**src/rtl/seq_restoring_divider_if.sv**
```systemverilog
// Start/busy/done handshake bundle for the sequential restoring divider.
interface seq_restoring_divider_if #(
    parameter int unsigned DW = 16,
    parameter int unsigned VW = 8
);
    logic          start;
    logic [DW-1:0] dividend;
    logic [VW-1:0] divisor;
    logic          busy;
    logic          done;
    logic [DW-1:0] quotient;
    logic [VW-1:0] remainder;
    logic          div_by_zero;

    // Requester side: issues operands and start, observes results
    modport master (
        output start, dividend, divisor,
        input  busy, done, quotient, remainder, div_by_zero
    );

    // Divider side
    modport slave (
        input  start, dividend, divisor,
        output busy, done, quotient, remainder, div_by_zero
    );
endinterface

```
**src/rtl/seq_restoring_divider.sv**
```systemverilog
// Multi-cycle unsigned restoring divider: one quotient bit per clock, MSB first.
// Divide-by-zero short-circuits straight to DONE with an all-ones quotient.
module seq_restoring_divider #(
    parameter int unsigned DW = 16,
    parameter int unsigned VW = 8
) (
    input  logic                  clk,
    input  logic                  rst_n,
    seq_restoring_divider_if.slave bus
);
    localparam int unsigned CW = $clog2(DW);

    typedef enum logic [1:0] {
        IDLE = 2'd0,
        RUN  = 2'd1,
        DONE = 2'd2
    } state_t;

    state_t        state_q;
    state_t        state_n;

    logic [DW-1:0] dvd_q;       // dividend bits still to consume; quotient bits shift in at LSB
    logic [VW-1:0] dvs_q;
    logic [VW-1:0] prem_q;      // partial remainder, always < divisor between steps
    logic [CW-1:0] cnt_q;

    logic          busy_q;
    logic          done_q;
    logic          dbz_q;
    logic [DW-1:0] quo_q;
    logic [VW-1:0] rem_q;

    logic [VW:0]   shifted_c;
    logic [VW+1:0] trial_c;
    logic          neg_c;
    logic [VW-1:0] prem_step_c;
    logic [DW-1:0] dvd_step_c;
    logic          accept_c;
    logic          zero_div_c;
    logic          last_c;
    logic          unused_trial_bit;

    // One restoring step: shift in next dividend bit, trial subtract, restore on borrow
    always_comb begin
        shifted_c   = {prem_q, dvd_q[DW-1]};
        trial_c     = (VW+2)'(shifted_c) - (VW+2)'(dvs_q);
        neg_c       = trial_c[VW+1];
        prem_step_c = neg_c ? shifted_c[VW-1:0] : trial_c[VW-1:0];
        dvd_step_c  = {dvd_q[DW-2:0], ~neg_c};
    end

    // A non-negative trial result is below the divisor, so its bit VW is always zero
    assign unused_trial_bit = trial_c[VW];

    assign accept_c   = (state_q == IDLE) && bus.start;
    assign zero_div_c = (bus.divisor == '0);
    assign last_c     = (state_q == RUN) && (cnt_q == CW'(DW - 1));

    // Next-state logic
    always_comb begin
        state_n = state_q;
        case (state_q)
            IDLE: begin
                if (bus.start) begin
                    state_n = zero_div_c ? DONE : RUN;
                end
            end
            RUN: begin
                if (last_c) begin
                    state_n = DONE;
                end
            end
            DONE:    state_n = IDLE;
            default: state_n = IDLE;
        endcase
    end

    // State register
    always_ff @(posedge clk or negedge rst_n) begin
        if (!rst_n) begin
            state_q <= IDLE;
        end else begin
            state_q <= state_n;
        end
    end

    // Datapath, iteration counter and registered outputs
    always_ff @(posedge clk or negedge rst_n) begin
        if (!rst_n) begin
            dvd_q  <= '0;
            dvs_q  <= '0;
            prem_q <= '0;
            cnt_q  <= '0;
            busy_q <= 1'b0;
            done_q <= 1'b0;
            dbz_q  <= 1'b0;
            quo_q  <= '0;
            rem_q  <= '0;
        end else begin
            busy_q <= (state_n == RUN);
            done_q <= (state_n == DONE);
            if (accept_c) begin
                if (zero_div_c) begin
                    quo_q <= '1;
                    rem_q <= '0;
                    dbz_q <= 1'b1;
                end else begin
                    dvd_q  <= bus.dividend;
                    dvs_q  <= bus.divisor;
                    prem_q <= '0;
                    cnt_q  <= '0;
                end
            end else if (state_q == RUN) begin
                dvd_q  <= dvd_step_c;
                prem_q <= prem_step_c;
                cnt_q  <= cnt_q + CW'(1);
                if (last_c) begin
                    quo_q <= dvd_step_c;
                    rem_q <= prem_step_c;
                    dbz_q <= 1'b0;
                end
            end
        end
    end

    assign bus.busy        = busy_q;
    assign bus.done        = done_q;
    assign bus.quotient    = quo_q;
    assign bus.remainder   = rem_q;
    assign bus.div_by_zero = dbz_q;

endmodule

```
**src/flat_wrapper.sv**
```systemverilog
// flat-port wrapper written by rule: the top's interface ports become plain ports
module seq_restoring_divider_flat 
#(
    parameter int unsigned DW = 16,
    parameter int unsigned VW = 8
)
  (clk, rst_n, bus_start, bus_dividend, bus_divisor, bus_busy, bus_done, bus_quotient, bus_remainder, bus_div_by_zero);
  seq_restoring_divider_if #(.DW(DW), .VW(VW)) bus_i ();
  input  logic clk;
  input  logic rst_n;
  input wire logic [$bits(bus_i.start)-1:0] bus_start;
  input wire logic [$bits(bus_i.dividend)-1:0] bus_dividend;
  input wire logic [$bits(bus_i.divisor)-1:0] bus_divisor;
  output wire logic [$bits(bus_i.busy)-1:0] bus_busy;
  output wire logic [$bits(bus_i.done)-1:0] bus_done;
  output wire logic [$bits(bus_i.quotient)-1:0] bus_quotient;
  output wire logic [$bits(bus_i.remainder)-1:0] bus_remainder;
  output wire logic [$bits(bus_i.div_by_zero)-1:0] bus_div_by_zero;
  assign bus_i.start = bus_start;
  assign bus_i.dividend = bus_dividend;
  assign bus_i.divisor = bus_divisor;
  assign bus_busy = bus_i.busy;
  assign bus_done = bus_i.done;
  assign bus_quotient = bus_i.quotient;
  assign bus_remainder = bus_i.remainder;
  assign bus_div_by_zero = bus_i.div_by_zero;
  seq_restoring_divider #(.DW(DW), .VW(VW)) u_core (.clk(clk), .rst_n(rst_n), .bus(bus_i));
endmodule
```
**config.mk**
```make
export PLATFORM = sky130hd
export DESIGN_NAME = seq_restoring_divider_flat
export DESIGN_NICKNAME = d
export VERILOG_FILES = /design/src/rtl/seq_restoring_divider_if.sv /design/src/rtl/seq_restoring_divider.sv /design/src/flat_wrapper.sv
export SDC_FILE = /design/constraint.sdc
export NUM_CORES = 1
export LEC_CHECK = 0
export ABC_AREA = 1
export ABC_CLOCK_PERIOD_IN_PS = 3800
export CORE_MARGIN = 2
export CORE_UTILIZATION = 56
export CTS_CLUSTER_DIAMETER = 80
export CTS_CLUSTER_SIZE = 20
export DETAILED_ROUTE_END_ITERATION = 12
export PLACE_DENSITY = 0.83
export SYNTH_ARGS = -nofsm -noshare
export SYNTH_HDL_FRONTEND = slang
export SYNTH_SLANG_ARGS = --single-unit
export TNS_END_PERCENT = 50
```
**constraint.sdc**
```tcl
create_clock -name clk -period 3.8 [get_ports clk]
set_input_delay 0.76 -clock clk [delete_from_list [all_inputs] [get_ports clk]]
set_output_delay 0.76 -clock clk [all_outputs]
set_load 0.05 [all_outputs]
```
==> flow_metrics.tcl, run 1 <==
set metrics [dict create \
    setup_viol 0 \
    die_height_um 79.9 \
    synth_area_leader_cell "dfrtp_1" \
    cp-start-kind "primary input" \
    fin_crit_ns 2.69 \
    r2r_slack_ns 1.52 \
    routed_wirelength_mm 7.63 \
    clock_latency_ns 0.35 \
    yosysUniqueCellTypes 31 \
    finalHoldViolCount 0 \
    setup_tns_ns 0 \
    place_congestion 0.929 \
    cts_tree "done" \
    synthCells 390 \
    num_vias 2783 \
    p_leak_nw 1.95 \
    clockBufferDepth 2 \
    start_util_pct 58.3 \
    ir_drop_mv 0.503 \
    clock.fmax_ghz 0.372 \
    final_cell_mix "128 x nand2_1, 65 x dfrtp_1, 52 x clkdlybuf4s50_1" \
    diodes 0 \
    grt.met2_usage_pct 44.4 \
    synthArstFlopShare_pct 100 \
    ys_ff_latch 65 \
    dpl.hpwl_mm 5.32 \
    antenna_found_initial 0 \
    syn_avg_cell_area_um2 8.28 \
    placed_cells 502 \
    synthToLayoutAreaGrowth_pct 23.8 \
    ctsResizeCount 0 \
    rsz0062_at_grt "no" \
    worst_path_largest_cell_delay_ns 0.65 \
    status "finished clean" \
    synth_top_area_share_pct 50.4 \
    layout.cells.non_filler 518 \
    grt_max_degree 43 \
    timing.critical_path.mode_cell "nor2_4" \
    gr-usage-all-layers_pct 26.7 \
    critPathKind "in -> reg" \
    dr.first_iter.drc_count 181 \
    root_buffer "clkbuf_8" \
    ioPinCount 54 \
    placed_area_mm2 0.00377 \
    ant_nets 0 \
    synth_area_mm2 0.00323 \
    critical_path.cell_chain "clkdlybuf4s50_1, nand3_4, nor2_4, nor2_4, inv_2, nand3_1, nand2_1" \
    layout-drive-gt1-share_pct 7.62 \
    ys_seq_area_share_pct 50.4 \
    die_w_um 79.9 \
    dr.pass1.iters 4 \
    synth_edf_count 0 \
    relSlewSlack_pct 45.6 \
    synthFlopType "dfrtp_1" \
    arrival_ns 2.91 \
    overflow 0 \
    grt_pass1_vias 2793 \
    path_max_fanout 39 \
    hold_buffers 0 \
    finalCritPeriodShare_pct 70.7 \
    hold_ws_ns 0.491 \
    fin_skew_ns 0.0140 \
    worst_pin_slew_ns 0.814 \
    design_area_mm2 0.00400 \
    crit_path_end_kind "flop" \
    maxCapViolCount 0 \
    final_util_pct 72.2 \
    drcViolationCount 0 \
    power_density_mw_per_mm2 1070 \
    cp.required_ns 4.03 \
    fin_ws_ns 1.11 \
    report.final.slew_viol_count 0 \
    slowest_stage "nor2_4" \
    viasPerCell 5.37 \
    synthTopCellsByArea "dfrtp_1 50%, nand2_1 15%, nand3_1 4.2%, o21ai_0 4.2%, nor2_1 4.1%" \
    hp-class "reg -> reg" \
    total_power_mw 4.28 \
    cts_made_buffers 9 \
    final_nets 478 \
    synth.net_count 427 \
    use_met1_pct 34.8 \
    clk_pin_slew_worst_paths_ns 0.08 \
    grt_pass1_wl_mm 12.9 \
    synth_warnings 0 \
    final_common_cell "nand2_1" \
    die_area_mm2 0.00639 \
    dp_worst_setup_slack_ns 0.790 \
    wire_per_inst_um 14.7 \
    met3_usage_pct 4.86 \
    coreArea_mm2 0.00554 \
    top_usage_layer "met2" \
    portBuffers 53 \
    rows 27 \
    post-cts-setup-buffer-count 0 \
    htree_levels 3 \
    cts_num_sinks 65 \
]
cell families after synthesis:
kind of cell | synth area share [%]
AOI/OAI and AO/OA | 11.5
and+or+nand+nor | 26.5
xor gates and xnor gates | 1.09
adders and majority gates | 4.11
DFF | 50.4
buffers and inverters | 6.39
power breakdown:
group	total [mW]	internal [mW]	leakage, nW	switching (mW)
combinational	2.39	0.837	1.03	1.55
clock	0.672	0.375	0.106	0.297
sequential	1.22	1.02	0.812	0.201
total	4.28	2.23	1.95	2.05
synth_stat cells (2+ instances only):
| library cell | count |
|---|---|
| o21ai_1 | 12 |
| inv_2 | 5 |
| nand3_1 | 27 |
| inv_1 | 27 |
| nand3_4 | 2 |
| xnor2_1 | 2 |
| a21oi_1 | 6 |
| nand4_1 | 2 |
| clkbuf_1 | 3 |
| ha_1 | 9 |
| o21bai_1 | 13 |
| o21ai_0 | 27 |
| nor2_4 | 3 |
| nand2_1 | 128 |
| xor2_1 | 2 |
| dfrtp_1 | 65 |
| buf_4 | 4 |
| o31ai_1 | 2 |
| nor2_1 | 35 |
| buf_2 | 5 |
metal layers:
metal | vias to the layer above | share of wire (%)
li1 | 1349 | -
met2 | 95 | 51
met3 | 13 | 5.2
met4 | 0 | 1.3
met5 | - | 0
met1 | 1326 | 42
flip-flops by register name, indices dropped and copies added, names as in the netlist:
signal                  count
u_core.dvd_q               16
u_core.bus.remainder        8
u_core.bus.done             1
u_core.bus.quotient        16
u_core.bus.busy             1
u_core.state_q              2
u_core.dvs_q                8
u_core.cnt_q                4
u_core.prem_q               8
u_core.bus.div_by_zero      1
final timing paths:
kind                                    startpoint                      end  cells after the start
min in group asynchronous                    rst_n  u_core.bus.remainder[4]                      1
max reg2reg                      u_core.state_q[1]         u_core.prem_q[4]                      7
max in group asynchronous                    rst_n         u_core.prem_q[0]                      2
min reg2reg                u_core.bus.remainder[4]  u_core.bus.remainder[4]                      2
max                                      bus_start         u_core.prem_q[4]                      7
min                        u_core.bus.remainder[4]  u_core.bus.remainder[4]                      2
critical path, delay by kind of cell:
kind	cells	cell delay [ns]
AND/OR/NAND/NOR	5	1.40
buffers and inverters	2	0.75
layout make-up:
cell class / count / area (µm²)
inverters: 32 / 120
clock inverters: 7 / 101
well taps: 72 / 90.1
clock buffers: 9 / 124
multi-input cells: 278 / 1400
repair buffers: 55 / 541
fillers: 445 / 1540
flip-flops and latches: 65 / 1630
Note: power is estimated with default switching activity, not from simulation.
==> inputs of run 2 (changes only) <==
--- a/config.mk
+++ b/config.mk
@@ -6,13 +6,13 @@
 export NUM_CORES = 1
 export LEC_CHECK = 0
 export ABC_AREA = 1
-export ABC_CLOCK_PERIOD_IN_PS = 3800
+export ABC_CLOCK_PERIOD_IN_PS = 2800
 export CORE_MARGIN = 2
-export CORE_UTILIZATION = 56
+export CORE_UTILIZATION = 53
 export CTS_CLUSTER_DIAMETER = 80
 export CTS_CLUSTER_SIZE = 20
 export DETAILED_ROUTE_END_ITERATION = 12
-export PLACE_DENSITY = 0.83
+export PLACE_DENSITY = 0.8
 export SYNTH_ARGS = -nofsm -noshare
 export SYNTH_HDL_FRONTEND = slang
 export SYNTH_SLANG_ARGS = --single-unit
==> constraint.sdc (replaced) <==
create_clock -name clk -period 2.8 [get_ports clk]
set_input_delay 0.56 -clock clk [delete_from_list [all_inputs] [get_ports clk]]
set_output_delay 0.56 -clock clk [all_outputs]
set_load 0.05 [all_outputs]
==> run 2 against run 1 <==
Utilization is 4.4 points lower. Clock power grew 21%. Cell count grew 1.4%. Largest power group unchanged.
==> flow_metrics.tcl, run 2 (synthesis results as in run 1) <==
set metrics [dict create \
    status "finished clean" \
    drcViolationCount 0 \
    wl_met1_mm 3.24 \
    r2r_cells 7 \
    antenna_found_initial 0 \
    dpl.hpwl_mm 5.16 \
    critPathLaunch "bus_divisor[1]" \
    fin_ws_ns 0.425 \
    ioPinCount 54 \
    finalCritPeriodShare_pct 84.8 \
    final_common_cell "nand2_1" \
    net-switching-power_mw 2.75 \
    num_vias 2714 \
    cts_num_sinks 65 \
    p_sw_share_pct 48.2 \
    r2r_slack_ns 0.86 \
    start_util_pct 54.5 \
    arrival_ns 2.60 \
    placed_area_mm2 0.00381 \
    p_seq_share_pct 28.9 \
    ant_nets 0 \
    place_congestion 0.899 \
    crit_buf_inv 3 \
    gr-usage-all-layers_pct 24.1 \
    p_leak_nw 1.96 \
    clk_pin_slew_worst_paths_ns 0.08 \
    portBuffers 53 \
    diodes 0 \
    path_max_fanout 39 \
    p_clk_share_pct 14.2 \
    cts_tree "done" \
    die_w_um 82.1 \
    total_power_mw 5.70 \
    fin_skew_ns 0.0114 \
    clockBufferDepth 2 \
    die_height_um 82.1 \
    rows 28 \
    rsz0062_at_grt "no" \
    final_util_pct 67.7 \
    r2r_start "u_core.state_q[1]" \
    final_nets 482 \
    crit_path_end_kind "flop" \
    fin_crit_ns 2.37 \
    root_buffer "clkbuf_8" \
    report.final.slew_viol_count 0 \
    worst_path_largest_cell_delay_ns 0.63 \
    relSlewSlack_pct 45.0 \
    wl_met3_um 305 \
    design_area_mm2 0.00401 \
    grt_pass1_wl_mm 12.3 \
    synthToLayoutAreaGrowth_pct 24.2 \
    grt_max_degree 40 \
    maxCapViolCount 0 \
    dr.first_iter.drc_count 189 \
    grt_pass1_vias 2774 \
    dr.pass1.iters 6 \
    cpLargestDelayFamily "simple AND/OR/NAND/NOR gates" \
    overflow 0 \
    dp_worst_setup_slack_ns 0.0948 \
    viasPerCell 5.17 \
    worst_pin_slew_ns 0.822 \
    p_int_mw 2.96 \
    critical_path.cell_chain "clkdlybuf4s50_1, nor2_1, nand4_1, inv_1, nor2_4, nor2_4, inv_2, a21oi_1, nor2_1" \
    hp-class "in -> async" \
    ir_drop_mv 0.794 \
    routed.top_layer "met4" \
    p_comb_share_pct 56.8 \
    cp-start-kind "primary input" \
    cp.depth 9 \
    setup_viol 0 \
    power_density_mw_per_mm2 1420 \
    wire_per_inst_um 13.9 \
    slowest_stage "nor2_4" \
    layout-drive-gt1-share_pct 8.44 \
    final_cell_mix "128 x nand2_1, 65 x dfrtp_1, 52 x clkdlybuf4s50_1" \
    cts_made_buffers 9 \
    post-cts-setup-buffer-count 0 \
    ctsResizeCount 0 \
    clock_latency_ns 0.34 \
    route.met2.wl_mm 3.69 \
    finalHoldViolCount 0 \
    htree_levels 3 \
    routed_wirelength_mm 7.29 \
    setup_tns_ns 0 \
    hold_buffers 0 \
    clock.fmax_ghz 0.421 \
    coreArea_mm2 0.00592 \
    critPathKind "in -> reg" \
    cp.required_ns 3.03 \
    die_area_mm2 0.00673 \
]
run 2: cell count changes in the layout (fill, tap and decap cells not counted), sizes merged:
cell,previous run,this run
clkinvlp,2,0
bufinv,2,1
buf,3,7
clkinv,1,4
run 2: metrics by stage:
step	hold WS, ns	cells
2_1_floorplan	0.264	390
3_3_place_gp	0.464	509
3_5_place_dp	0.465	509
4_1_cts	0.207	525
5_1_grt	0.241	525
6_report	0.192	525
run 2: final cells by class:
cell class                 instances  area [µm²]
clock inverter                     7        78.8
fill                             492        1910
timing repair buffer              59         571
inverter                          32         120
clock buffer                       9         124
tap                               75        93.8
multi-input combinational        278        1400
sequential                        65        1630
run 2: power groups by stage:
stage / Combinational [mW] / Sequential, mW / Clock, mW
6_report: 3.24 / 1.65 / 0.812
5_1_grt: 3.61 / 1.70 / 0.866
4_1_cts: 3.25 / 1.65 / 0.826
3_5_place_dp: 3.22 / 1.65 / 0
3_3_place_gp: 3.15 / 1.64 / 0
2_1_floorplan: 1.85 / 2.18 / 0
run 2: path summary, 6_finish.rpt:
path | to
max | u_core.cnt_q[2]
min | u_core.prem_q[6]
min in group clk | u_core.bus.remainder[6]
max reg2reg | u_core.cnt_q[2]
min reg2reg | u_core.bus.remainder[6]
max in group asynchronous | u_core.dvd_q[12]
run 2: routing by layer:
metal | global-route usage, % | up-vias
met5 | 0 | -
met4 | 11.2 | 0
met3 | 4.51 | 6
met2 | 39.5 | 77
met1 | 31.0 | 1279
li1 | - | 1352
==> inputs of run 3 (changes only) <==
--- a/config.mk
+++ b/config.mk
@@ -6,13 +6,13 @@
 export NUM_CORES = 1
 export LEC_CHECK = 0
 export ABC_AREA = 1
-export ABC_CLOCK_PERIOD_IN_PS = 2800
+export ABC_CLOCK_PERIOD_IN_PS = 1900
 export CORE_MARGIN = 2
-export CORE_UTILIZATION = 53
+export CORE_UTILIZATION = 48
 export CTS_CLUSTER_DIAMETER = 80
 export CTS_CLUSTER_SIZE = 20
 export DETAILED_ROUTE_END_ITERATION = 12
-export PLACE_DENSITY = 0.8
+export PLACE_DENSITY = 0.76
 export SYNTH_ARGS = -nofsm -noshare
 export SYNTH_HDL_FRONTEND = slang
 export SYNTH_SLANG_ARGS = --single-unit
==> constraint.sdc (replaced) <==
create_clock -name clk -period 1.9 [get_ports clk]
set_input_delay 0.38 -clock clk [delete_from_list [all_inputs] [get_ports clk]]
set_output_delay 0.38 -clock clk [all_outputs]
set_load 0.05 [all_outputs]
==> run 3 against run 2 <==
Sequential power is 49% higher. Sequential cell count is the same. Utilization decreased by 1.9 points. Clock skew fell by 0.0056 ns. Critical path type is now reg -> out. Sequential share of layout area shrank 2.0 points. Count of clock-buffer cells in the layout increased by 1. Via count up 3.9%. Wire length up 7.9%. Largest cell class unchanged. Clock power is 66% higher. Die area up 9.9%. Hold slack got worse by 0.16 ns. Highest routed layer unchanged.
==> flow_metrics.tcl, run 3 (synthesis results as in run 1) <==
set metrics [dict create \
    hold_buffers 0 \
    coreArea_mm2 0.00642 \
    relSlewSlack_pct 65.6 \
    power_density_mw_per_mm2 2150 \
    drcViolationCount 0 \
    route.met2.wl_mm 3.90 \
    root_buffer "clkbuf_8" \
    setup_viol 0 \
    wl_met1_mm 3.32 \
    final_common_cell "nand2_1" \
    maxCapViolCount 0 \
    place_congestion 0.911 \
    crit_buf_inv 1 \
    final_nets 492 \
    final_util_pct 65.8 \
    ant_nets 0 \
    slowest_stage "clkdlybuf4s50_1" \
    synthToLayoutAreaGrowth_pct 31.0 \
    hold_ws_ns 0.0299 \
    worst_pin_slew_ns 0.518 \
    routed.top_layer "met4" \
    fin_crit_ns 1.86 \
    cp-start-kind "flop" \
    gr-usage-all-layers_pct 22.3 \
    path_max_fanout 1 \
    routed_wirelength_mm 7.87 \
    wire_per_inst_um 14.6 \
    crit_path_end_kind "primary output" \
    clock.fmax_ghz 0.538 \
    timing.rr.end "u_core.bus.remainder[2]" \
    grt_pass1_wl_mm 12.9 \
    arrival_ns 1.48 \
    status "finished clean" \
    fin_skew_ns 0.00583 \
    ioPinCount 54 \
    overflow 0 \
    p_leak_nw 2.17 \
    critical_path.cell_chain "clkdlybuf4s50_1" \
    clock_latency_ns 0.35 \
    dr.pass1.iters 5 \
    num_vias 2820 \
    die_w_um 86.0 \
    die_height_um 86.0 \
    start_util_pct 50.3 \
    cpLargestDelayFamily "buffers and inverters" \
    finalCritPeriodShare_pct 97.8 \
    dpl.hpwl_mm 5.17 \
    grt_max_degree 66 \
    htree_levels 3 \
    layout-drive-gt1-share_pct 17.0 \
    final_cell_mix "127 x nand2_1, 62 x dfrtp_1, 34 x nor2_1" \
    cts_tree "done" \
    finalHoldViolCount 0 \
    ir_drop_mv 1.06 \
    portBuffers 53 \
    critPathKind "reg -> out" \
    clk_pin_slew_worst_paths_ns 0.08 \
    setup_tns_ns 0 \
    placed_cells 515 \
    fin_ws_ns 0.0427 \
    worst_path_largest_cell_delay_ns 0.79 \
    viasPerCell 5.25 \
    r2r_slack_ns 0.07 \
    antenna_found_initial 0 \
    clockBufferDepth 2 \
    r2r_start "u_core.prem_q[3]" \
    wl_met3_um 438 \
    dr.first_iter.drc_count 196 \
    report.final.slew_viol_count 0 \
    die_area_mm2 0.00740 \
    grt_pass1_vias 2683 \
    cts_num_sinks 65 \
    dp_worst_setup_slack_ns 0.00570 \
    r2r_cells 12 \
    hp-class "in -> async" \
    diodes 0 \
    cp.required_ns 1.52 \
    rows 29 \
    cts_made_buffers 9 \
    layout.cells.non_filler 537 \
]
[run 3: cell count changes in the layout (fill, tap and decap cells not counted), moves of 2 or more]
| cell | before | now |
|---|---|---|
| dfrtp_2 | 0 | 3 |
| clkinv_4 | 3 | 1 |
| clkdlybuf4s50_1 | 52 | 26 |
| dlygate4sd2_1 | 0 | 8 |
| ha_4 | 0 | 5 |
| dfrtp_1 | 65 | 62 |
| inv_1 | 27 | 23 |
| buf_4 | 6 | 24 |
| ha_1 | 9 | 4 |
| dlymetal6s2s_1 | 0 | 6 |
| inv_2 | 5 | 9 |
| buf_12 | 0 | 4 |
[run 3: layout make-up]
class | count | area (µm²)
repair buffers | 69 | 671
inverters | 32 | 120
flip-flops and latches | 65 | 1630
fillers | 523 | 2190
clock buffers | 10 | 138
well taps | 77 | 96.3
multi-input cells | 278 | 1480
clock inverters | 6 | 90.1
[run 3: how the worst max path moves through the flow]
stage / start / cells past startpoint / slack [ns] / to
final: u_core.bus.done / 1 / 0.04 / bus_done
after global routing: u_core.prem_q[3] / 12 / -0.05 / u_core.bus.remainder[0]
after CTS: u_core.bus.quotient[2] / 1 / 0.002 / bus_quotient[2]
after detailed placement: bus_divisor[1] / 9 / 0.006 / u_core.cnt_q[2]
after global placement: u_core.prem_q[5] / 9 / 0.08 / u_core.bus.remainder[0]
after floorplan: u_core.prem_q[1] / 9 / 0.27 / u_core.bus.remainder[4]
[run 3: metal layers]
metal / vias to the layer above / GRT usage, %
met3: 26 / 4.23
li1: 1380 / -
met1: 1317 / 29.5
met4: 0 / 10.2
met5: - / 0
met2: 97 / 35.6
[run 3: power breakdown]
group | total (mW) | internal (mW) | switching [mW]
clock network | 1.35 | 0.779 | 0.569
logic | 5.30 | 2.00 | 3.31
registers | 2.46 | 2.05 | 0.415
total | 9.11 | 4.82 | 4.29
[run 3: through the flow]
stage               instance area, µm²  power, mW
detailed placement                3860       7.27
global route                      4230       9.83
finish                            4230       9.11
global placement                  3860       7.14
floorplan                         3230       5.94
CTS                               4080       8.64
[run 3: what timing repair did]
item                       in CTS  in global routing
setup buffers                   0                  6
gates resized for setup         9                 28
setup endpoints to repair       9                 23
pin swaps                       0                  4
